[config.mk]
export PLATFORM = sky130hd
export DESIGN_NAME = heap_cmd_ctrl_flat
export DESIGN_NICKNAME = d
export VERILOG_FILES = /design/src/rtl/heap_pkg.sv /design/src/rtl/heap_cmd_ctrl_if.sv /design/src/rtl/heap_cmd_fifo.sv /design/src/rtl/heap_cmd_ctrl.sv /design/src/flat_wrapper.sv
export SDC_FILE = /design/constraint.sdc
export NUM_CORES = 1
export LEC_CHECK = 0
export BUFFER_PORTS_ARGS = -buffer_cell sky130_fd_sc_hd__buf_2
export CAP_MARGIN = 10
export CORE_MARGIN = 2
export CORE_UTILIZATION = 52
export CTS_BUF_LIST = sky130_fd_sc_hd__clkbuf_16
export DETAILED_ROUTE_END_ITERATION = 7
export PLACE_DENSITY = 0.86
export SYNTH_ARGS = -nofsm -noshare
export SYNTH_HDL_FRONTEND = slang
export SYNTH_SLANG_ARGS = --single-unit
export TNS_END_PERCENT = 100
[constraint.sdc]
create_clock -name clk -period 4.75 [get_ports clk]
set_input_delay 0.95 -clock clk [delete_from_list [all_inputs] [get_ports clk]]
set_output_delay 0.95 -clock clk [all_outputs]
set_load 0.03 [all_outputs]
[src/rtl/heap_pkg.sv]
// Shared definitions for the heap command controller: command/mode codes,
// FSM state encodings, heap geometry and the command-legality helper.
package heap_pkg;

  localparam int IDX_W  = 4;
  localparam int KEY_W  = 8;
  localparam int CMD_W  = 3;
  localparam int MODE_W = 3;

  localparam logic [IDX_W-1:0] HEAP_MAX = 4'd15;

  // Command codes double as the active_mode encoding driven to the index mux.
  typedef enum logic [CMD_W-1:0] {
    CMD_BUILD    = 3'd0,
    CMD_EXTRACT  = 3'd1,
    CMD_INCREASE = 3'd2,
    CMD_INSERT   = 3'd3,
    CMD_WRITE    = 3'd4
  } heap_cmd_e;

  localparam logic [2:0] ST_IDLE     = 3'd0;
  localparam logic [2:0] ST_MH_START = 3'd1;
  localparam logic [2:0] ST_MH_WAIT  = 3'd2;
  localparam logic [2:0] ST_EXT_COPY = 3'd3;
  localparam logic [2:0] ST_IV_START = 3'd4;
  localparam logic [2:0] ST_IV_WAIT  = 3'd5;
  localparam logic [2:0] ST_WR_RUN   = 3'd6;
  localparam logic [2:0] ST_FINISH   = 3'd7;

  typedef struct packed {
    logic [CMD_W-1:0] cmd;
    logic [IDX_W-1:0] idx;
    logic [KEY_W-1:0] val;
  } cmd_entry_t;

  function automatic logic cmd_is_legal(input logic [CMD_W-1:0] c,
                                        input logic [IDX_W-1:0] idx,
                                        input logic [IDX_W-1:0] size);
    logic ok;
    ok = 1'b0;
    case (c)
      CMD_BUILD, CMD_WRITE: ok = 1'b1;
      CMD_EXTRACT:          ok = (size != 4'd0);
      CMD_INCREASE:         ok = (idx != 4'd0) && (idx <= size);
      CMD_INSERT:           ok = (size != HEAP_MAX);
      default:              ok = 1'b0;
    endcase
    return ok;
  endfunction

endpackage

[src/rtl/heap_cmd_ctrl_if.sv]
// Command, loader, engine-handshake and status bus of the heap command controller.
interface heap_cmd_ctrl_if;
  import heap_pkg::*;

  logic                  cmd_valid;
  logic [CMD_W-1:0]      cmd;
  logic                  cmd_ready;
  logic [IDX_W-1:0]      cmd_idx;
  logic [KEY_W-1:0]      cmd_val;
  logic                  load_valid;
  logic [MODE_W-1:0]     active_mode;
  logic                  eng_start;
  logic                  eng_done;
  logic [IDX_W-1:0]      mh_root;
  logic [IDX_W-1:0]      iv_idx;
  logic [KEY_W-1:0]      iv_val;
  logic [IDX_W-1:0]      heap_size;
  logic                  ext_copy;
  logic [IDX_W-1:0]      wr_idx;
  logic                  wr_valid;
  logic                  done;
  logic                  err;

  modport slave (
    input  cmd_valid, cmd, cmd_idx, cmd_val, load_valid, eng_done,
    output cmd_ready, active_mode, eng_start, mh_root, iv_idx, iv_val,
           heap_size, ext_copy, wr_idx, wr_valid, done, err
  );

  modport master (
    output cmd_valid, cmd, cmd_idx, cmd_val, load_valid, eng_done,
    input  cmd_ready, active_mode, eng_start, mh_root, iv_idx, iv_val,
           heap_size, ext_copy, wr_idx, wr_valid, done, err
  );

endinterface

[src/rtl/heap_cmd_fifo.sv]
// Two-entry command FIFO used only when HEAP_CMD_FIFO_EN is defined;
// reset flushes it.
module heap_cmd_fifo
  import heap_pkg::*;
(
  input  logic       clk,
  input  logic       reset,
  input  logic       push,
  input  cmd_entry_t push_data,
  input  logic       pop,
  output cmd_entry_t pop_data,
  output logic       full,
  output logic       empty
);

  cmd_entry_t mem [2];
  logic       wr_ptr;
  logic       rd_ptr;
  logic [1:0] count;
  logic       do_push;
  logic       do_pop;

  assign full     = (count == 2'd2);
  assign empty    = (count == 2'd0);
  assign do_push  = push && !full;
  assign do_pop   = pop && !empty;
  assign pop_data = mem[rd_ptr];

  always_ff @(posedge clk) begin
    if (do_push) mem[wr_ptr] <= push_data;
  end

  always_ff @(posedge clk) begin
    if (reset) begin
      wr_ptr <= 1'b0;
      rd_ptr <= 1'b0;
      count  <= 2'd0;
    end else begin
      if (do_push) wr_ptr <= ~wr_ptr;
      if (do_pop)  rd_ptr <= ~rd_ptr;
      case ({do_push, do_pop})
        2'b10:   count <= count + 2'd1;
        2'b01:   count <= count - 2'd1;
        default: count <= count;
      endcase
    end
  end

endmodule

[src/rtl/heap_cmd_ctrl.sv]
// Heap command sequencer: build, extract-max, increase, insert and write-out.
// Defining HEAP_CMD_FIFO_EN adds a 2-entry command FIFO (heap_cmd_fifo).
module heap_cmd_ctrl
  import heap_pkg::*;
(
  input  logic        clk,
  input  logic        reset,
  heap_cmd_ctrl_if.slave bus
);

  logic [2:0]        state;
  logic [MODE_W-1:0] active_mode_q;
  logic [IDX_W-1:0]  mh_root_q;
  logic [IDX_W-1:0]  iv_idx_q;
  logic [KEY_W-1:0]  iv_val_q;
  logic [IDX_W-1:0]  heap_size_q;
  logic [IDX_W-1:0]  wr_idx_q;
  logic              err_q;

  logic              cur_valid;
  logic [CMD_W-1:0]  cur_cmd;
  logic [IDX_W-1:0]  cur_idx;
  logic [KEY_W-1:0]  cur_val;
  logic              load_ok;
  logic              accept;
  logic              legal;

`ifdef HEAP_CMD_FIFO_EN
  cmd_entry_t push_entry;
  cmd_entry_t head;
  logic       fifo_full;
  logic       fifo_empty;

  assign push_entry = '{cmd: bus.cmd, idx: bus.cmd_idx, val: bus.cmd_val};

  heap_cmd_fifo u_fifo (
    .clk       (clk),
    .reset     (reset),
    .push      (bus.cmd_valid && bus.cmd_ready),
    .push_data (push_entry),
    .pop       (accept),
    .pop_data  (head),
    .full      (fifo_full),
    .empty     (fifo_empty)
  );

  assign bus.cmd_ready = !reset && !fifo_full;
  assign cur_valid     = !fifo_empty;
  assign cur_cmd       = head.cmd;
  assign cur_idx       = head.idx;
  assign cur_val       = head.val;
  assign load_ok       = bus.load_valid && fifo_empty;
`else
  assign bus.cmd_ready = !reset && (state == ST_IDLE);
  assign cur_valid     = bus.cmd_valid;
  assign cur_cmd       = bus.cmd;
  assign cur_idx       = bus.cmd_idx;
  assign cur_val       = bus.cmd_val;
  assign load_ok       = bus.load_valid;
`endif

  assign accept = cur_valid && (state == ST_IDLE) && !reset;
  assign legal  = cmd_is_legal(cur_cmd, cur_idx, heap_size_q);

  // A load arriving in the same cycle as an accepted command is dropped so
  // heap_size only ever has one writer per cycle.
  always_ff @(posedge clk) begin
    if (reset) begin
      state         <= ST_IDLE;
      active_mode_q <= '0;
      mh_root_q     <= '0;
      iv_idx_q      <= '0;
      iv_val_q      <= '0;
      heap_size_q   <= '0;
      wr_idx_q      <= '0;
      err_q         <= 1'b0;
    end else begin
      err_q <= 1'b0;
      case (state)
        ST_IDLE: begin
          if (accept) begin
            if (!legal) begin
              err_q <= 1'b1;
            end else begin
              active_mode_q <= cur_cmd;
              case (cur_cmd)
                CMD_BUILD: begin
                  mh_root_q <= heap_size_q >> 1;
                  state     <= (heap_size_q < 4'd2) ? ST_FINISH : ST_MH_START;
                end
                CMD_EXTRACT: begin
                  heap_size_q <= heap_size_q - 4'd1;
                  mh_root_q   <= 4'd1;
                  state       <= ST_EXT_COPY;
                end
                CMD_INCREASE: begin
                  iv_idx_q <= cur_idx;
                  iv_val_q <= cur_val;
                  state    <= ST_IV_START;
                end
                CMD_INSERT: begin
                  heap_size_q <= heap_size_q + 4'd1;
                  iv_idx_q    <= heap_size_q + 4'd1;
                  iv_val_q    <= cur_val;
                  state       <= ST_IV_START;
                end
                CMD_WRITE: begin
                  if (heap_size_q == 4'd0) begin
                    state <= ST_FINISH;
                  end else begin
                    wr_idx_q <= 4'd1;
                    state    <= ST_WR_RUN;
                  end
                end
                default: state <= ST_IDLE;
              endcase
            end
          end else if (load_ok && (heap_size_q < HEAP_MAX)) begin
            heap_size_q <= heap_size_q + 4'd1;
          end
        end
        ST_MH_START: state <= ST_MH_WAIT;
        ST_MH_WAIT: begin
          if (bus.eng_done) begin
            if (mh_root_q == 4'd1) begin
              state <= ST_FINISH;
            end else begin
              mh_root_q <= mh_root_q - 4'd1;
              state     <= ST_MH_START;
            end
          end
        end
        ST_EXT_COPY: state <= ST_MH_START;
        ST_IV_START: state <= ST_IV_WAIT;
        ST_IV_WAIT: begin
          if (bus.eng_done) state <= ST_FINISH;
        end
        ST_WR_RUN: begin
          if (wr_idx_q == heap_size_q) state <= ST_FINISH;
          else                         wr_idx_q <= wr_idx_q + 4'd1;
        end
        ST_FINISH: state <= ST_IDLE;
        default:   state <= ST_IDLE;
      endcase
    end
  end

  // Pulses are decoded from state and forced low while reset is asserted.
  assign bus.eng_start   = !reset && ((state == ST_MH_START) || (state == ST_IV_START));
  assign bus.ext_copy    = !reset && (state == ST_EXT_COPY);
  assign bus.wr_valid    = !reset && (state == ST_WR_RUN);
  assign bus.done        = !reset && (state == ST_FINISH);
  assign bus.err         = !reset && err_q;

  assign bus.active_mode = active_mode_q;
  assign bus.mh_root     = mh_root_q;
  assign bus.iv_idx      = iv_idx_q;
  assign bus.iv_val      = iv_val_q;
  assign bus.heap_size   = heap_size_q;
  assign bus.wr_idx      = wr_idx_q;

endmodule

[src/flat_wrapper.sv]
// flat-port wrapper written by rule: the top's interface ports become plain ports
module heap_cmd_ctrl_flat import heap_pkg::*;
  (clk, reset, bus_cmd_valid, bus_cmd, bus_cmd_idx, bus_cmd_val, bus_load_valid, bus_eng_done, bus_cmd_ready, bus_active_mode, bus_eng_start, bus_mh_root, bus_iv_idx, bus_iv_val, bus_heap_size, bus_ext_copy, bus_wr_idx, bus_wr_valid, bus_done, bus_err);
  heap_cmd_ctrl_if bus_i ();
  input  logic clk;
  input  logic reset;
  input wire logic [$bits(bus_i.cmd_valid)-1:0] bus_cmd_valid;
  input wire logic [$bits(bus_i.cmd)-1:0] bus_cmd;
  input wire logic [$bits(bus_i.cmd_idx)-1:0] bus_cmd_idx;
  input wire logic [$bits(bus_i.cmd_val)-1:0] bus_cmd_val;
  input wire logic [$bits(bus_i.load_valid)-1:0] bus_load_valid;
  input wire logic [$bits(bus_i.eng_done)-1:0] bus_eng_done;
  output wire logic [$bits(bus_i.cmd_ready)-1:0] bus_cmd_ready;
  output wire logic [$bits(bus_i.active_mode)-1:0] bus_active_mode;
  output wire logic [$bits(bus_i.eng_start)-1:0] bus_eng_start;
  output wire logic [$bits(bus_i.mh_root)-1:0] bus_mh_root;
  output wire logic [$bits(bus_i.iv_idx)-1:0] bus_iv_idx;
  output wire logic [$bits(bus_i.iv_val)-1:0] bus_iv_val;
  output wire logic [$bits(bus_i.heap_size)-1:0] bus_heap_size;
  output wire logic [$bits(bus_i.ext_copy)-1:0] bus_ext_copy;
  output wire logic [$bits(bus_i.wr_idx)-1:0] bus_wr_idx;
  output wire logic [$bits(bus_i.wr_valid)-1:0] bus_wr_valid;
  output wire logic [$bits(bus_i.done)-1:0] bus_done;
  output wire logic [$bits(bus_i.err)-1:0] bus_err;
  assign bus_i.cmd_valid = bus_cmd_valid;
  assign bus_i.cmd = bus_cmd;
  assign bus_i.cmd_idx = bus_cmd_idx;
  assign bus_i.cmd_val = bus_cmd_val;
  assign bus_i.load_valid = bus_load_valid;
  assign bus_i.eng_done = bus_eng_done;
  assign bus_cmd_ready = bus_i.cmd_ready;
  assign bus_active_mode = bus_i.active_mode;
  assign bus_eng_start = bus_i.eng_start;
  assign bus_mh_root = bus_i.mh_root;
  assign bus_iv_idx = bus_i.iv_idx;
  assign bus_iv_val = bus_i.iv_val;
  assign bus_heap_size = bus_i.heap_size;
  assign bus_ext_copy = bus_i.ext_copy;
  assign bus_wr_idx = bus_i.wr_idx;
  assign bus_wr_valid = bus_i.wr_valid;
  assign bus_done = bus_i.done;
  assign bus_err = bus_i.err;
  heap_cmd_ctrl u_core (.clk(clk), .reset(reset), .bus(bus_i));
endmodule
# Word-level counts from Yosys, hierarchy flattened

Index checks and enable logic that the tools add are counted.

Add/subtract/negate cells: 4
Magnitude comparators: 3
Equality and inequality tests: 26
Multiplexer cells: 29
Bitwise logic cells: 2
Reduce and logical (&&, ||, !) cells: 31

Operators by type and width:

| cell                  | number |
|---|---|
| $mux W4               | 12 |
| $pmux W4 S2           | 5 |
| $pmux W3 S8           | 1 |
| $mux W3               | 7 |
| $eq A3 B3 Y1 const B  | 5 |
| $ne A2 B2 Y1 const B  | 7 |
| $eq A3 B2 Y1 const B  | 4 |
| $pmux W3 S4           | 1 |
| $reduce_and A4 Y1     | 3 |
| $reduce_and A6 Y1     | 2 |
| $logic_and A1 B1 Y1   | 10 |
| $add A4 B1 Y4 const B | 2 |
| $reduce_bool A2 Y1    | 4 |
| $reduce_bool A4 Y1    | 2 |
| $sub A4 B1 Y4 const B | 2 |
| $eq A3 B1 Y1 const B  | 2 |
| $logic_not A3 Y1      | 2 |
| $ne A2 B1 Y1 const B  | 3 |
| $ne A3 B3 Y1 const B  | 2 |
| $reduce_and A5 Y1     | 1 |
| $eq A4 B1 Y1 const B  | 1 |
| $eq A4 B4 Y1          | 1 |
| $le A4 B4 Y1          | 1 |
| $logic_not A4 Y1      | 1 |
| 11 further kinds      | 14 |

Flip-flop bits (word level): 31
Input port bits: 20
Word-level logic and storage cells: 103

# Logic depth before layout (Yosys ltp)

Depth after elaboration: 6
Mapped depth: 10

# Worst setup path after synthesis

Ideal clock, no wire load.

Path kind: in2out
Start: input reset
End: output bus_done
Arrival: 2.039 ns
Data required time: 3.800 ns
Path slack: 1.761 ns
Cell stages on the path: 3
Path buffers: 2
Path through: clkbuf_1 buf_1 nor3_1

Word-level cells in the longest chain between the ends: 2

RTL lines:

| item                | RTL line             | source |
|---|---|---|
| start: declaration  | flat_wrapper.sv:6    | `input logic reset;` |
| $logic_not A1 Y1    | heap_cmd_ctrl.sv:152 | `assign bus.done = !reset && (state == ST_FINISH);` |
| $logic_and A1 B1 Y1 | heap_cmd_ctrl.sv:152 |  |
| end: declaration    | flat_wrapper.sv:23   | `output wire logic [$bits(bus_i.done)-1:0] bus_done;` |

No other way between the ends.

# Worst setup path after layout

Start: input bus_cmd_idx[3]
End: register u_core.iv_val_q[7] (netlist: u_core.bus.iv_val[7])

Word-level cells in the longest chain between the ends: 4

RTL lines:

| item                                                      | RTL line             | source |
|---|---|---|
| start: declaration                                        | flat_wrapper.sv:9    | `input wire logic [$bits(bus_i.cmd_idx)-1:0] bus_cmd_idx;` |
| $le A4 B4 Y1 / $reduce_bool A4 Y1 (equally long branches) | heap_pkg.sv:44       | `CMD_INCREASE: ok = (idx != 4'd0) && (idx <= size);` |
| $logic_and A1 B1 Y1 *                                     | heap_pkg.sv:44       |  |
| $pmux W1 S4 *                                             | heap_pkg.sv:41       | `case (c)` |
| $reduce_and A4 Y1 (no source line) *                      | n/a                  |  |
| end signal: assignment                                    | heap_cmd_ctrl.sv:98  | `iv_val_q <= cur_val;` |
| end signal: assignment                                    | heap_cmd_ctrl.sv:104 | `iv_val_q <= cur_val;` |
| end: declaration                                          | heap_cmd_ctrl.sv:15  | `logic [KEY_W-1:0] iv_val_q;` |

Mark *: on every way between the ends. The rest lies on a longest branch, timed or not.
A chain may end at the register's enable or synchronous reset.

==> results.md <==
- Period minus WS final: 3.16 ns
- Largest net degree at the start of global routing: 40
- Status: completed
- Worst skew pair latency: 0.28 ns
- Area Overhead vs Synth: 21.6%
- Seq/Total Area, Yosys: about a third
- Grt ovf: 0
- Final net count: 313
- Crit path DAT: 3.30 ns
- Max Root-Sink Buffers: 2
- Drt via density: 5.80
- Final Setup Violations: 0
- PostCTS Resize Cnt: 0
- Root buf cell: clkbuf_16
- Post-Route Setup TNS: 0 ns
- CTS tree: yes
- CTS Sinks: 31
- Cell Rows: 22
- Register area: between 600 and 700 um2
- Origin of the critical flop-to-flop path: u_core.bus.heap_size[3]
- Sw frac: 28.5%
- Die Wd: 65.3 um
- Final WL: roughly 4.7 mm
- Commonest non-fill, non-tap cell in the layout: buf_2
- Iter 0 DRT Violations: roughly 120
- Reg2reg end: u_core.bus.iv_val[7]
- Relative slew slack: about 45%
- Asr flop ratio synth: 0%
- Yosys reg bits: 31
- Crit-path max FO: 13
- Ys flop type: dfxtp_1
- Die area: around 0.0043 mm2
- Worst Skew: about 0.0056 ns
- HPWL after DPL: approximately 3.4 mm
- Mapped Nets: about 270
- Placed cell count: about 320
- Diodes inserted: 0
- CTS Buf Count: 5
- Critical Path RT: 4.88 ns
- Syn avg cell area: 8.25 um2
- DRC Markers: 0
- Vias: roughly 1900
- Slew Limit Fails: 0
- Crit path kind: in2reg
- Fill cell count: 339
- WL per Instance: about 14 um
- Fin. Hold Viols: 0
- Antenna violations before repair: 0
- Number of cells on the worst hold path: 2
- Gpl congestion: ~0.86
- Maxcap violations: 0
- Num ports: 53
- Fmax: ~320 MHz
- # port buffers: 52
- Multi-input gate area: ~0.0012 mm2
- Die height: 65.3 um
- Fin crit share: 66.6%
- Antenna-violating nets left: 0
- Global-route wire length before repair: ~7.9 mm
- Placed Area: roughly 0.0022 mm2
- # Post-CTS Setup Buffers: 0
- Hold-fix buffers at CTS: 0
- Hold Startpoint: u_core.bus.active_mode[1]
- H-tree lvl count: 2
- Final non-filler cell total: 332
- Critical path startpoint category: input port
- Post-synth EDFFs: 0
- Core footprint: approximately 0.0036 mm2
- TritonRoute pass-1 iters: 4
- Unique masters post-synth: 51
- Yosys warns: 0
- Gate Count Post-Synth: 237
- End of the worst hold path: u_core.bus.active_mode[1]
- Vias in the first global route: about 1800
- RSZ-0062 raised after global routing: false
- Commonest cells after routing, fill and taps aside: buf_2, nor2_1, dfxtp_1
- GRT Total Usage: 24.0%
- Static leakage: ~1.1 nW
- Psw: 230 uW
- Post-route cell area: about 0.0024 mm2
- Flop pwr share: 35.8%
- Clock group share of total power: 43.8%
- Mapped Area: 0.00195 mm2
- Clock slew seen by the registers of the worst setup and hold paths: 0.05 ns
- Slew @ Worst Pin: 0.828 ns
- Power density over the cells: 340 mW/mm2
- Int Pwr: 579 uW
- Worst Hold Class: reg2reg
- Gate power share: 20.4%
- Worst vdd ir: 218 uV
- Crit path launch: bus_cmd_idx[3]
- Starting density of the core: a little over half
- Reg2Reg Setup Slack: 1.63 ns
- Worst Setup End Kind: flip-flop
- Share of cells above drive strength 1: between 20 and 25%
- Worst r2r path cells: 8
[final cells by class]
cell class                      instances  area share [%]
Multi-Input combinational cell        183            51.9
Sequential cell                        31            26.1
Timing Repair Buffer                   52            10.9
Clock buffer                            5            5.26
Tap cell                               48            2.53
Clock inverter                          3            1.63
Inverter                               10            1.58
[metal layers]
metal	up-vias	track usage [%]	routed length [um]
li1	949	-	-
met1	896	29.2	2040
met2	74	40.1	2250
met3	7	5.99	355
met4	0	10.4	85
met5	-	0	0
[flip-flops by register name (all words and copies together), names as in the netlist]
register and cells:
u_core.bus.active_mode 3, u_core.bus.heap_size 4, u_core.bus.iv_idx 4, u_core.bus.iv_val 8, u_core.bus.mh_root 4, u_core.bus.wr_idx 4
u_core.err_q 1, u_core.state 3
[stage by stage]
stage	power (mW)	util, %	worst slack (ns)	hold WS (ns)
after floorplan	0.414	-	1.76	0.608
after global placement	0.451	60.9	1.38	0.463
after detailed placement	0.457	60.9	1.33	0.469
after CTS	0.813	65.4	1.61	0.480
after global routing	0.845	65.4	1.36	0.501
final	0.809	65.4	1.59	0.481
[synth_stat cells, types with 2 or more instances]
| library cell | n | area, um2 |
|---|---|---|
| nor2_1 | 35 | 131 |
| nor4_1 | 3 | 18.8 |
| a31oi_1 | 4 | 25.0 |
| nand3b_1 | 2 | 15.0 |
| a211oi_1 | 4 | 30.0 |
| dfxtp_1 | 31 | 621 |
| clkbuf_1 | 6 | 22.5 |
| o311ai_0 | 2 | 17.5 |
| nor3_1 | 7 | 35.0 |
| xor2_1 | 4 | 35.0 |
| nand2_1 | 15 | 56.3 |
| mux2i_1 | 16 | 160 |
| buf_4 | 2 | 15.0 |
| nor3b_1 | 2 | 15.0 |
| nand3_1 | 7 | 35.0 |
| nand2b_1 | 5 | 31.3 |
| nand4_1 | 3 | 18.8 |
| ha_1 | 10 | 125 |
| inv_1 | 10 | 37.5 |
| nor2b_1 | 6 | 37.5 |
| xnor2_1 | 5 | 43.8 |
| a21o_1 | 2 | 15.0 |
| and2_1 | 2 | 12.5 |
| a21oi_1 | 9 | 45.0 |
| or3b_2 | 3 | 26.3 |
| or3_1 | 3 | 18.8 |
| buf_2 | 4 | 20.0 |
| o21ai_0 | 12 | 60.1 |
[how the worst max path moves through the flow]
stage | end | slack (ns) | cells past startpoint
2_1_floorplan | bus_done | 1.76 | 3
3_3_place_gp | u_core.bus.iv_idx[0] | 1.38 | 8
3_5_place_dp | u_core.bus.iv_val[2] | 1.33 | 8
4_1_cts | u_core.bus.iv_val[7] | 1.61 | 8
5_1_grt | u_core.bus.iv_val[5] | 1.36 | 8
6_report | u_core.bus.iv_val[7] | 1.59 | 8
[power by group through the flow]
stage	Combinational (mW)	Clock [mW]	Sequential, mW
2_1_floorplan	0.111	0	0.303
5_1_grt	0.182	0.371	0.291
3_3_place_gp	0.157	0	0.294
3_5_place_dp	0.162	0	0.295
6_report	0.165	0.354	0.290
4_1_cts	0.164	0.360	0.289
[worst max-delay path, cell delays in order]
cell	delay, ns
buf_2	0.11
ha_1	0.32
a21o_1	0.21
a2111oi_2	0.40
a211o_1	0.27
nand3_1	0.61
mux2i_1	0.36
nor2_1	0.06
[cell families after synthesis]
family	after synthesis	synth area share, %
simple gates	97	25.7
xor+xnor	9	4.03
mux	19	10.1
flops	31	31.8
fa+ha+maj	10	6.40
buf+inv	23	5.06
compound gates	48	16.9
Note: power is estimated with default switching activity, not from simulation.
